[src/rtl/master_arbiter.sv]
// Serial-bus master front end: turns parallel device requests into LSB-first
// address/data bit streams, and arbitrates the bus between itself and a second master.
module master_arbiter #(
  parameter int ADDR_WIDTH = 16,
  parameter int DATA_WIDTH = 8
) (
  input  logic                  clk,
  input  logic                  rstn,
  input  logic [DATA_WIDTH-1:0] dwdata,
  output logic [DATA_WIDTH-1:0] drdata,
  input  logic [ADDR_WIDTH-1:0] daddr,
  input  logic                  dvalid,
  output logic                  dready,
  input  logic                  dmode,
  input  logic                  mrdata,
  output logic                  mwdata,
  output logic                  mmode,
  output logic                  mvalid,
  input  logic                  svalid,
  input  logic                  breq2,
  output logic                  bgrant1,
  output logic                  bgrant2,
  output logic                  breq1,
  output logic                  msel
);
  localparam int MAXW = (ADDR_WIDTH > DATA_WIDTH) ? ADDR_WIDTH : DATA_WIDTH;
  localparam int CW   = $clog2(MAXW + 1);

  typedef enum logic [2:0] {M_IDLE, M_REQ, M_ADDR, M_WDATA, M_RWAIT} mst_e;
  typedef enum logic [1:0] {A_IDLE, A_M1, A_M2} arb_e;

  typedef struct packed {
    logic [ADDR_WIDTH-1:0] addr;
    logic [DATA_WIDTH-1:0] data;
    logic                  mode;
  } req_t;

  mst_e                  mst, mst_nxt;
  arb_e                  arb, arb_nxt;
  req_t                  req_q;
  logic [CW-1:0]         bcnt;
  logic [DATA_WIDTH-1:0] rsh;
  logic [DATA_WIDTH-1:0] rsh_nxt;
  logic                  addr_last, data_last;

  assign addr_last = (bcnt == CW'(ADDR_WIDTH - 1));
  assign data_last = (bcnt == CW'(DATA_WIDTH - 1));
  assign rsh_nxt   = {mrdata, rsh[DATA_WIDTH-1:1]};

  // All outputs decode registered state only.
  assign dready  = (mst == M_IDLE);
  assign breq1   = (mst != M_IDLE);
  assign mmode   = breq1 & req_q.mode;
  assign mvalid  = (mst == M_ADDR) || (mst == M_WDATA);
  assign mwdata  = (mst == M_ADDR)  ? req_q.addr[0] :
                   (mst == M_WDATA) ? req_q.data[0] : 1'b0;
  assign bgrant1 = (arb == A_M1);
  assign bgrant2 = (arb == A_M2);
  assign msel    = (arb == A_M2);

  // Master port FSM
  always_ff @(posedge clk) begin
    if (rstn) mst <= M_IDLE;
    else      mst <= mst_nxt;
  end

  always_comb begin
    mst_nxt = mst;
    case (mst)
      M_IDLE:  if (dvalid)              mst_nxt = M_REQ;
      M_REQ:   if (bgrant1)             mst_nxt = M_ADDR;
      M_ADDR:  if (addr_last)           mst_nxt = req_q.mode ? M_WDATA : M_RWAIT;
      M_WDATA: if (data_last)           mst_nxt = M_IDLE;
      M_RWAIT: if (svalid && data_last) mst_nxt = M_IDLE;
      default:                          mst_nxt = M_IDLE;
    endcase
  end

  // Shift registers drain LSB first; one counter serves every phase.
  always_ff @(posedge clk) begin
    if (rstn) begin
      req_q  <= '0;
      bcnt   <= '0;
      rsh    <= '0;
      drdata <= '0;
    end else begin
      case (mst)
        M_IDLE: if (dvalid) begin
          req_q <= {daddr, dwdata, dmode};
          bcnt  <= '0;
        end
        M_ADDR: begin
          req_q.addr <= req_q.addr >> 1;
          bcnt       <= addr_last ? '0 : bcnt + 1'b1;
        end
        M_WDATA: begin
          req_q.data <= req_q.data >> 1;
          bcnt       <= data_last ? '0 : bcnt + 1'b1;
        end
        M_RWAIT: if (svalid) begin
          rsh  <= rsh_nxt;
          bcnt <= data_last ? '0 : bcnt + 1'b1;
          if (data_last) drdata <= rsh_nxt;
        end
        default: ;
      endcase
    end
  end

  // Arbiter FSM: master 1 wins ties, no preemption, direct handover.
  always_ff @(posedge clk) begin
    if (rstn) arb <= A_IDLE;
    else      arb <= arb_nxt;
  end

  always_comb begin
    arb_nxt = arb;
    case (arb)
      A_IDLE: begin
        if (breq1)      arb_nxt = A_M1;
        else if (breq2) arb_nxt = A_M2;
      end
      A_M1:    if (!breq1) arb_nxt = breq2 ? A_M2 : A_IDLE;
      A_M2:    if (!breq2) arb_nxt = breq1 ? A_M1 : A_IDLE;
      default: arb_nxt = A_IDLE;
    endcase
  end

endmodule

[config.mk]
export PLATFORM = sky130hd
export DESIGN_NAME = master_arbiter
export DESIGN_NICKNAME = d
export VERILOG_FILES = /design/src/rtl/master_arbiter.sv
export SDC_FILE = /design/constraint.sdc
export NUM_CORES = 1
export LEC_CHECK = 0
export CORE_UTILIZATION = 45
export DETAILED_ROUTE_END_ITERATION = 8
export PLACE_DENSITY = 0.73
export SKIP_CTS_REPAIR_TIMING = 1
export SYNTH_ARGS = -nofsm -noshare
export SYNTH_HDL_FRONTEND = slang
export SYNTH_SLANG_ARGS = --single-unit
[constraint.sdc]
create_clock -name clk -period 3.54 [get_ports clk]
set_input_delay 0.708 -clock clk [delete_from_list [all_inputs] [get_ports clk]]
set_output_delay 0.708 -clock clk [all_outputs]
set_load 0.01 [all_outputs]
==> metrics.json, run 1 <==
{
  "routed_wirelength_microns": 5112,
  "postSynthAreaPerCell_sq_um": 8.198,
  "cts_tree": "built",
  "min_from": "drdata[2]$_SDFFE_PP0P_",
  "synthDistinctLibCells": 40,
  "p_switching_uw": 313.3,
  "relative_slew_slack_pct": 42.62,
  "r2r_start": "mst[2]$_SDFFE_PP0P_",
  "yosys.cell_count.top_type": "sky130_fd_sc_hd__nand2_1",
  "dp_hpwl_microns": 3456,
  "timing.setup.tns_ns": 0,
  "async_reset_ff_share_pct": 0,
  "pwr_density_cell_mw_per_mm2": 413.2,
  "clock_latency_ns": 0.30,
  "power.static_leakage_uw": 0.001021,
  "combinational_family_with_the_most_area_after_synthesis": "simple AND/OR/NAND/NOR gates",
  "grt_start_max_net_pins": 32,
  "cts_root_cell": "sky130_fd_sc_hd__clkbuf_8",
  "timing_worst_slew_pin_value_ns": 0.8580,
  "synthesis.yosys.warnings": 0,
  "postSynthNetCount": 331,
  "floorplan.io_pins": 47,
  "clk_pin_slew_ns": 0.09,
  "muxShareOfSynthArea_pct": 1.285,
  "vias_per_cell": 5.276,
  "worst_hold_slack_ns": 0.4601,
  "slowest_delay_ns": 0.73,
  "worst_ep_arrival_time_ns": 2.38,
  "numCtsBuffers": 5,
  "drt_iter0_markers": 109,
  "detail_routed_net_length_per_standard_cell_microns": 12.72,
  "layout_worst_path_cycle_share_pct": 87.27,
  "final.fill_count": 468,
  "via_count_of_the_first_global_routing_pass": 1902,
  "yosys_register_bits": 50,
  "skew_ns": 0.007376,
  "grt_overflow_total": 0,
  "final_antenna_diode_count": 0,
  "synth_area_sq_mm": 0.002435,
  "port_buffers": 46,
  "intPower_uw": 907.2,
  "synth_xor_xnor_area_share_pct": 0,
  "timing.critical_path.from_type": "register",
  "period_minus_slack_ns": 3.089,
  "fmax_mhz": 323.7,
  "critical_path.endpoint_type": "output port",
  "drive_above_1_share_pct": 7.530,
  "route.vias.total": 2121,
  "reg2reg_setup_slack_ns": 1.43,
  "core_region_area_sq_mm": 0.005172,
  "cp.required_ns": 2.83,
  "cts.sinks": 50,
  "vdd_ir_drop_max_mv": 0.2585,
  "chipWidth_microns": 75.56,
  "critical_path_peak_fanout": 17,
  "crit_type": "register to output port",
  "finalSetupViolations": 0,
  "full_die_area_sq_mm": 0.005709,
  "remaining_drc_errors": 0,
  "floorplan.die.height_microns": 75.56,
  "htree_levels": 2,
  "remaining_number_of_nets_flagged_by_the_antenna_check_after_routing": 0,
  "timing.final.max_slew_violations": 0,
  "synth_compound_gate_area_share_pct": 19.58,
  "synth_largest_area_cell": "sky130_fd_sc_hd__dfxtp_1",
  "yosys.area_share.simple_pct": 28.21,
  "synth.yosys.seq_area_share_pct": 41.11,
  "synth_top_flop_cell": "sky130_fd_sc_hd__dfxtp_1",
  "post_synth_most_frequent_cells": "sky130_fd_sc_hd__nand2_1, sky130_fd_sc_hd__dfxtp_1, sky130_fd_sc_hd__nand3_1",
  "main_area_contributors_after_synthesis": "sky130_fd_sc_hd__dfxtp_1, sky130_fd_sc_hd__nand2_1, sky130_fd_sc_hd__nand3_1",
  "critPathLaunch": "mst[1]$_SDFFE_PP0P_",
  "critPathTopFamily": "flip-flops",
  "drv.max_cap_violation_count": 0,
  "power.share.clock_pct": 32.3,
  "netlist_instances": 297,
  "cts-root-to-sink-buffers": 2,
  "drtPass1Iterations": 4,
  "synth_adder_area_share_pct": 1.542,
  "gp_congestion": 0.8084,
  "status": "completed",
  "finalWorstSetupSlack_ns": 0.4507,
  "area_share_of_the_leading_cell_type_in_the_synthesized_netlist_pct": 41.11,
  "global_route_wire_length_before_repair_microns": 8452,
  "placement_rows": 26,
  "num-nets-final": 365,
  "combinational_power_share_pct": 16.5,
  "critPathSlowestCell": "sky130_fd_sc_hd__dfxtp_1",
  "share_seq_of_total_power_pct": 51.2,
  "worst_hold_path_type": "register to register",
  "areaGrowthSynthToFinish_pct": 21.33,
  "grtUsageTotal_pct": 19.32,
  "swShare_pct": 25.67,
  "crit_buf_inv": 1,
  "grt_antenna_before_repair": 0,
  "starting_density_of_the_core_pct": 47.07,
  "dpl_worst_slack_ns": 0.7986,
  "synth-edff-count": 0,
  "setup_repair_after_global_routing_missed_its_margin": "no",
  "final_hold_viol_count": 0,
  "finalCoreUtilization_pct": 57.11,
  "worstPathCellList": "nor2b_4 > and2_1 > a22o_1 > clkdlybuf4s50_1"
}
==> power by group through the flow <==
stage          registers (uW)  clock network (uW)  logic, uW
2_1_floorplan             627                   0        146
3_3_place_gp              637                   0        197
3_5_place_dp              638                   0        200
4_1_cts                   625                 402        202
5_1_grt                   631                 425        224
6_report                  625                 394        202
==> metal layers <==
layer / GRT usage, % / vias to the layer above / routed length (microns)
met5: 0 / - / 0
met2: 31.25 / 46 / 2251
li1: - / 1104 / -
met4: 5.556 / 0 / 74
met1: 25.76 / 963 / 2552
met3: 4.630 / 8 / 234
==> cell type report <==
| class | instances | area [sq um] | area share (%) |
|---|---|---|---|
| Clock buffer | 5 | 68.82 | 2.330 |
| Clock inverter | 3 | 40.04 | 1.355 |
| Inverter | 7 | 26.28 | 0.8895 |
| Multi-Input combinational cell | 216 | 1232 | 41.72 |
| Sequential cell | 50 | 1001 | 33.88 |
| Tap cell | 70 | 87.58 | 2.965 |
| Timing Repair Buffer | 51 | 498.0 | 16.86 |
==> logic make-up (layout without fill, tap and decap cells) <==
group                      count (synthesis)  in the layout
DFF                                       50             50
muxes                                      3              3
adders and majority gates                  3              3
AOI/OAI and AO/OA                         65             65
buffers and inverters                     31             66
and+or+nand+nor                          145            145
==> stage by stage <==
step,area (sq um),total power (uW),cells
6_report,2954,1221,402
5_1_grt,2954,1280,402
4_1_cts,2954,1229,402
3_5_place_dp,2845,838.3,394
3_3_place_gp,2845,834.7,394
2_1_floorplan,2435,772.9,297
==> worst reg2reg max path: cells and delay by family, from the launching register on <==
kind | cells | cell delay [ns]
AO/OA/AOI/OAI | 1 | 0.07
flip-flops | 1 | 0.63
AND/OR/NAND/NOR | 4 | 1.32
==> placed cells by master (no fill, tap or decap), types with 7 or more instances in the layout <==
| cell type | synthesis | final |
|---|---|---|
| sky130_fd_sc_hd__inv_1 | 7 | 7 |
| sky130_fd_sc_hd__nand3_1 | 36 | 36 |
| sky130_fd_sc_hd__dfxtp_1 | 50 | 50 |
| sky130_fd_sc_hd__nand2_1 | 57 | 57 |
| sky130_fd_sc_hd__nor2_1 | 30 | 30 |
| sky130_fd_sc_hd__a21oi_1 | 23 | 23 |
| sky130_fd_sc_hd__a311oi_1 | 19 | 19 |
| sky130_fd_sc_hd__clkdlybuf4s50_1 | 0 | 46 |
==> sequential cells by signal (all words and copies together), names as in the netlist <==
register,count
rsh,7
drdata,8
arb,2
req_q,25
bcnt,5
mst,3
==> worst paths after layout <==
kind | end | cells past startpoint
worst max register to register | drdata[0]$_SDFFE_PP0P_ | 5
worst min-delay path | drdata[2]$_SDFFE_PP0P_ | 2
worst max-delay path | mwdata | 4
worst min register to register | drdata[2]$_SDFFE_PP0P_ | 2
Power figures use the tool's default switching activity.
==> run 2, diff against run 1 <==
CORE_MARGIN = 2   (was default)
REMOVE_ABC_BUFFERS = 1   (was default)
==> metrics.json, run 2 (same netlist as run 1, synthesis figures left out) <==
{
  "worst_ep_arrival_time_ns": 2.14,
  "htree_levels": 2,
  "layout_common_cells": "sky130_fd_sc_hd__nand2_1, sky130_fd_sc_hd__dfxtp_1, sky130_fd_sc_hd__clkdlybuf4s50_1",
  "timing.setup.tns_ns": 0,
  "dpl_cell_area_sq_mm": 0.002840,
  "cts.sinks": 50,
  "floorplan.die.height_microns": 77.56,
  "worstPathCellList": "nor2_1 > and2_1 > buf_4 > a22o_1 > clkdlybuf4s50_1",
  "numCtsBuffers": 5,
  "p_switching_uw": 320.6,
  "chipWidth_microns": 77.56,
  "remaining_number_of_nets_flagged_by_the_antenna_check_after_routing": 0,
  "combinational_power_share_pct": 17.1,
  "skew_ns": 0.005545,
  "placement_rows": 26,
  "via_count_of_the_first_global_routing_pass": 1951,
  "totalPowerFinal_uw": 1180,
  "grt_antenna_before_repair": 0,
  "floorplan.io_pins": 47,
  "critical_path.endpoint_type": "output port",
  "cp.required_ns": 2.83,
  "finalSetupViolations": 0,
  "top_register": "req_q",
  "mostFrequentLayoutCell": "sky130_fd_sc_hd__nand2_1",
  "dp.cells": 394,
  "fin_cells": 402,
  "starting_density_of_the_core_pct": 47.07,
  "clk_pin_slew_ns": 0.09,
  "route.vias.total": 2097,
  "swShare_pct": 27.18,
  "worst_hold_slack_ns": 0.4552,
  "drt_iter0_markers": 156,
  "remaining_drc_errors": 0,
  "routed_wirelength_microns": 5038,
  "final_hold_viol_count": 0,
  "grt_start_max_net_pins": 51,
  "full_die_area_sq_mm": 0.006015,
  "power.share.clock_pct": 30.2,
  "layout_worst_path_cycle_share_pct": 80.46,
  "grtUsageTotal_pct": 17.51,
  "timing.critical_path.from_type": "register",
  "timing_worst_slew_pin_value_ns": 0.9527,
  "final_area_sq_mm": 0.002940,
  "critPathSlowestCell": "sky130_fd_sc_hd__dfxtp_1",
  "intPower_uw": 859.0,
  "cts_root_cell": "sky130_fd_sc_hd__clkbuf_8",
  "timing.final.max_slew_violations": 0,
  "grt_overflow_total": 0,
  "period_minus_slack_ns": 2.848,
  "port_buffers": 46,
  "relative_slew_slack_pct": 36.48,
  "drive_above_1_share_pct": 7.831,
  "largest_register_ff_count": 25,
  "vias_per_cell": 5.216,
  "power.static_leakage_uw": 0.001016,
  "crit_type": "register to output port",
  "dp_hpwl_microns": 3395,
  "status": "completed",
  "critical_path_peak_fanout": 16,
  "drv.max_cap_violation_count": 0,
  "areaGrowthSynthToFinish_pct": 20.76,
  "fmax_mhz": 351.1,
  "share_seq_of_total_power_pct": 52.7,
  "final_antenna_diode_count": 0,
  "clock_latency_ns": 0.31,
  "slowest_delay_ns": 0.65,
  "cts_tree": "built",
  "setup_repair_after_global_routing_missed_its_margin": "no",
  "vdd_ir_drop_max_mv": 0.2121,
  "drtPass1Iterations": 4,
  "num-nets-final": 365,
  "cts-root-to-sink-buffers": 2,
  "worst_hold_path_type": "register to register",
  "global_route_wire_length_before_repair_microns": 8631,
  "gp_congestion": 0.7802,
  "biggestRegsByFlops": "req_q: 25 flops, drdata: 8 flops, rsh: 7 flops",
  "core_region_area_sq_mm": 0.005172,
  "pwr_density_cell_mw_per_mm2": 401.2,
  "detail_routed_net_length_per_standard_cell_microns": 12.53
}
run 2: cell types whose count changed in the layout (fill, tap and decap cells not counted), sizes merged:
| cell | before | now |
|---|---|---|
| clkbuf | 5 | 6 |
| bufinv | 1 | 0 |
| buf | 5 | 6 |
| clkdlybuf4s50 | 46 | 45 |
run 2: layout make-up:
cell class	count	area [sq um]
timing repair buffer	51	493.0
fill	486	2232
clock buffer	6	82.58
sequential	50	1001
clock inverter	2	17.52
inverter	7	26.28
tap	70	87.58
multi-input combinational	216	1232
run 2: metal layers:
metal | vias to the layer above | routed length, microns | share of wire, % | GRT usage (%)
met5 | - | 0 | 0 | 0
met4 | 0 | 96 | 1.9 | 8.571
met3 | 7 | 161 | 3.2 | 2.674
met2 | 37 | 2258 | 45 | 28.17
met1 | 947 | 2520 | 50 | 22.95
li1 | 1106 | - | - | -
run 2: power groups by stage:
stage	Sequential (uW)	Clock (uW)	Combinational, uW
final	622	356	201
after global routing	628	395	224
after CTS	622	371	203
after detailed placement	635	0	202
after global placement	634	0	198
after floorplan	632	0	113
run 2: final timing paths:
check	startpoint	end	slack [ns]	cells past startpoint
setup reg to reg	bcnt[1]$_SDFFE_PP0P_	bcnt[4]$_SDFFE_PP0P_	1.49	6
hold / removal	drdata[7]$_SDFFE_PP0P_	drdata[7]$_SDFFE_PP0P_	0.46	2
setup / recovery	mst[0]$_SDFFE_PP0P_	mwdata	0.69	5
hold reg to reg	drdata[7]$_SDFFE_PP0P_	drdata[7]$_SDFFE_PP0P_	0.46	2
run 2: worst max-delay path, delay by kind of cell (launching register included):
kind | cells | cell delay, ns
flip-flops | 1 | 0.65
buffers and inverters | 2 | 0.65
AND/OR/NAND/NOR | 2 | 0.34
AO/OA/AOI/OAI | 1 | 0.19
run 2: metrics by stage:
stage	util, %	worst slack [ns]
final	56.85	0.6918
after global routing	56.85	0.5567
after CTS	56.85	0.6899
after detailed placement	54.91	1.018
after global placement	54.91	1.086
after floorplan	-	1.431
